--- src/rtl/code_if.sv ---
// Bus bundle for the seven-segment decoder: digit/control inputs and the registered segment drive.
interface code_if;
  logic [3:0] hex;
  logic       en;
  logic       blank;
  logic       lamp_test;
  logic [6:0] seg;

  modport master (output hex, output en, output blank, output lamp_test, input seg);
  modport slave  (input hex, input en, input blank, input lamp_test, output seg);
endinterface

--- src/rtl/code.sv ---
// Registered hex-to-seven-segment decoder with lamp test, blanking and selectable output polarity.
module code #(
  parameter bit ACTIVE_LOW = 1'b0
) (
  input  logic   clk,
  input  logic   rst,
  code_if.slave  bus
);

  localparam logic [6:0] SEG_ON  = 7'b1111111;
  localparam logic [6:0] SEG_OFF = 7'b0000000;
  localparam logic [6:0] POL     = {7{ACTIVE_LOW}};

  logic [6:0] seg_q;
  logic [6:0] seg_d;
  logic [6:0] decoded;
  logic [6:0] raw;

  // Segment order is abcdefg, bit 6 = a.
  always_comb begin
    decoded = SEG_OFF;
    case (bus.hex)
      4'h0: decoded = 7'b1111110;
      4'h1: decoded = 7'b0110000;
      4'h2: decoded = 7'b1101101;
      4'h3: decoded = 7'b1111001;
      4'h4: decoded = 7'b0110011;
      4'h5: decoded = 7'b1011011;
      4'h6: decoded = 7'b1011111;
      4'h7: decoded = 7'b1110000;
      4'h8: decoded = 7'b1111111;
      4'h9: decoded = 7'b1111011;
      4'hA: decoded = 7'b1110111;
      4'hB: decoded = 7'b0011111;
      4'hC: decoded = 7'b1001110;
      4'hD: decoded = 7'b0111101;
      4'hE: decoded = 7'b1001111;
      4'hF: decoded = 7'b1000111;
    endcase
  end

  always_comb begin
    raw   = decoded;
    seg_d = seg_q;
    if (bus.lamp_test) begin
      raw = SEG_ON;
    end else if (bus.blank) begin
      raw = SEG_OFF;
    end
    if (bus.en) begin
      seg_d = raw ^ POL;
    end
  end

  always_ff @(posedge clk or posedge rst) begin
    if (rst) begin
      seg_q <= SEG_OFF ^ POL;
    end else begin
      seg_q <= seg_d;
    end
  end

  assign bus.seg = seg_q;

endmodule

--- src/flat_wrapper.sv ---
// flat-port wrapper written by rule: the top's interface ports become plain ports
module code_flat 
#(
  parameter bit ACTIVE_LOW = 1'b0
)
  (clk, rst, bus_hex, bus_en, bus_blank, bus_lamp_test, bus_seg);
  code_if bus_i ();
  input  logic clk;
  input  logic rst;
  input wire logic [$bits(bus_i.hex)-1:0] bus_hex;
  input wire logic [$bits(bus_i.en)-1:0] bus_en;
  input wire logic [$bits(bus_i.blank)-1:0] bus_blank;
  input wire logic [$bits(bus_i.lamp_test)-1:0] bus_lamp_test;
  output wire logic [$bits(bus_i.seg)-1:0] bus_seg;
  assign bus_i.hex = bus_hex;
  assign bus_i.en = bus_en;
  assign bus_i.blank = bus_blank;
  assign bus_i.lamp_test = bus_lamp_test;
  assign bus_seg = bus_i.seg;
  code #(.ACTIVE_LOW(ACTIVE_LOW)) u_core (.clk(clk), .rst(rst), .bus(bus_i));
endmodule
--- config.mk ---
export PLATFORM = sky130hd
export DESIGN_NAME = code_flat
export DESIGN_NICKNAME = d
export VERILOG_FILES = /design/src/rtl/code_if.sv /design/src/rtl/code.sv /design/src/flat_wrapper.sv
export SDC_FILE = /design/constraint.sdc
export NUM_CORES = 1
export LEC_CHECK = 0
export CAP_MARGIN = 5
export CELL_PAD_IN_SITES_DETAIL_PLACEMENT = 0
export CELL_PAD_IN_SITES_GLOBAL_PLACEMENT = 2
export CORE_MARGIN = 2
export CORE_UTILIZATION = 25
export CTS_CLUSTER_SIZE = 12
export DETAILED_ROUTE_END_ITERATION = 10
export DONT_BUFFER_PORTS = 1
export PLACE_DENSITY_LB_ADDON = 0.1
export SLEW_MARGIN = 30
export SYNTH_ARGS = -nofsm -noshare
export SYNTH_HDL_FRONTEND = slang
export SYNTH_SLANG_ARGS = --single-unit
--- constraint.sdc ---
create_clock -name clk -period 0.9 [get_ports clk]
set_input_delay 0.135 -clock clk [delete_from_list [all_inputs] [get_ports clk]]
set_output_delay 0.135 -clock clk [all_outputs]
set_load 0.02 [all_outputs]
==> summary.txt <==
Timing
  • RSZ-0062 raised after global routing: yes
  • Worst Skew: 0 ps
  • Final Setup Violations: 6
  • Post-Route Setup TNS: -65.20 ps
  • Crit share post-route: 101.8%
  • Min setup slack post-route: -16.43 ps
  • Achievable frequency: 1.091 GHz
  • Worst-margin pin slew: between 200 and 300 ps
  • Hold Violations, Final: 0
  • Clock period minus worst slack: between 900 and 1000 ps
  • Slew Limit Headroom: 81.02%
  • Slew Limit Fails: 0

Setup path
  • Worst setup EP type: primary output
  • Crit path buf inv count: 1
  • FF-to-FF Start: u_core.bus.seg[2]
  • Setup crit start kind: flop
  • Largest delay share family, worst path: flip-flops
  • Largest fanout on the critical path: 2
  • CP Class: reg -> out
  • Max incr delay on CP: roughly 390 ps
  • Worst R2R End: u_core.bus.seg[2]
  • Critical-path cell list: buf_6
  • Worst reg-to-reg setup slack: 80 ps
  • Crit path required time: around 760 ps
  • CP max-delay cell: dfrtp_1
  • R2R cell count: 2
  • Worst path arrival time: between 700 and 800 ps

Power
  • Static leakage: ~0.34 nW
  • Cell Pwr Density: approximately 1200 nW/um^2
  • Peak VDD IR: about 0.00050 V
  • Final total power: just under 1 mW

Placement
  • Port buffer count: 0
  • Final GP Congestion: a little over 0.8
  • Placed cell count: 93
  • HPWL Detailed: ~1000 um
  • Pre-CTS setup slack: -173.6 ps

Finish
  • Most common cell after layout, fill and taps aside: buf_4
  • Most frequent cells in the layout: buf_4 (10), buf_6 (7), dfrtp_1 (7), o22a_1 (5)
  • Area grow syn2layout: 46.65%
  • Share of layout cells above drive strength 1: just over 40%
  • Non-filler cells, final: 104
  • Filler cells: between 150 and 200
  • Antenna diode count: 0
  • Largest register FFs: 7
  • Util after Layout: about two fifths
  • Final Net Count: 93

Yosys
  • Yosys reg bits: 7
  • EDFF count, synth: 0
  • Syn nets: between 70 and 80
  • Synth async-reset ratio: 100.0%
  • Top_reg_cell synth: dfrtp_1
  • Post-Syn Area: ~540 sq um
  • Post-synthesis cell count: 57
  • Library cells used by synthesis: 26
  • Synthesis Warnings: 0
  • Seq/Total Area, Yosys: around 32%
  • Mean Syn Cell Area: ~9.5 sq um

Routing
  • Vias per Instance: between 4 and 5
  • Post-route DRC: 0
  • Post-DRT Antenna Nets: 0
  • Iteration-0 DRC Markers: 4
  • Wire per inst: about 13 um
  • Via count: 490
  • Drt pass-1 iters: 3
  • Post-Route WL: 1308 um

Run
  • MaxCap Viol Count: 0

Global route
  • Initial antenna violation count: 0
  • Vias in the first global route: 478
  • Largest net degree at the start of global routing: 12
  • GR Overflow Total: 0
  • First-pass GRT wire length: 2111 um
  • Global Route Usage Sum: 11.21%

Clock tree
  • Sink Count: 7
  • Clk root buf: clkbuf_4
  • CTS buffer count: 3
  • CTS Buffer Depth: 2
  • CTS H-tree lvls: 1
  • Clk Latency, worst-skew pair: 250 ps
  • Clock slew at reported path FFs: approximately 50 ps
  • CTS tree: built

Die
  • Die area: about 2600 sq um
  • Core outline area: approximately 2000 sq um
  • Die Span X: about 51 um
  • IO Pins: 16
  • Starting density of the core: between 20 and 30%
  • Die Y: slightly above 50 um
  • # rows: 16

Hold path
  • WHS Endpoint: u_core.bus.seg[5]
  • Worst hold path type: in -> reg
  • Hold path depth: 1
  • Hold Crit Start: bus_en

Outcome
  • Status: complete, but fails checks
  • Failing checks: setup timing
Yosys cell counts (2+ instances only):
library cell	number	area [sq um]
a211oi_1	2	15.01
a21oi_1	2	10.01
a31oi_1	2	12.51
dfrtp_1	7	175.2
ha_1	6	75.07
inv_1	5	18.77
mux2i_1	2	20.02
nand2_1	4	15.01
nor2_1	4	15.01
nor2b_1	2	12.51
o21ai_1	2	10.01
o22a_1	5	43.79
area by class of cell:
type / instances / area, sq um / share of cell area (%)
Timing Repair Buffer: 19 / 173.9 / 21.89
Multi-Input combinational cell: 41 / 345.3 / 43.46
Inverter: 6 / 40.04 / 5.039
Sequential cell: 7 / 175.2 / 22.05
Tap cell: 27 / 33.78 / 4.252
Clock buffer: 4 / 26.28 / 3.307
where the power goes:
group	total, mW	internal (mW)	switching (mW)
clock network	0.287	0.169	0.118
registers	0.370	0.347	0.0229
logic	0.314	0.178	0.136
total	0.971	0.694	0.276
worst max-delay path by stage:
stage                            startpoint           endpoint  slack, ps  depth (start not counted)
after global routing      u_core.bus.seg[3]         bus_seg[3]        -40                          1
final                     u_core.bus.seg[2]         bus_seg[2]        -20                          1
after floorplan                  bus_hex[1]  u_core.bus.seg[3]        -30                          6
after detailed placement         bus_hex[1]  u_core.bus.seg[3]       -170                          6
after CTS                 u_core.bus.seg[3]         bus_seg[3]        -20                          1
after global placement           bus_hex[1]  u_core.bus.seg[3]       -190                          6
cell families (layout without fill, tap and decap cells):
group	Yosys count	after routing	share of synthesized area [%]
AND/OR/NAND/NOR	14	14	13.16
buffers and inverters	9	29	8.544
AO/OA/AOI/OAI	19	19	28.41
adder cells (fa/ha/maj)	6	6	13.86
flip-flops	7	7	32.33
multiplexers	2	2	3.695
repair_timing:
action,4_1_cts,5_1_grt
setup endpoints to repair,7,7
buffers inserted,2,3
hold endpoints to repair,9,0
hold buffers,2,0
gates resized for setup,7,0
stage by stage:
stage	area (sq um)	hold slack [ps]
floorplan	584.3	-61.60
global placement	684.4	-38.24
detailed placement	684.4	-27.12
CTS	772.0	28.03
global route	794.5	18.41
finish	794.5	27.72
metal layers:
metal / global-route usage (%) / part of all wire [%] / up-vias
li1: - / - / 247
met1: 13.68 / 41 / 228
met4: 2.703 / 0.84 / 0
met5: 0 / 0 / -
met2: 17.54 / 52 / 12
met3: 5.655 / 6.3 / 3
Note: power is estimated with default switching activity, not from simulation.
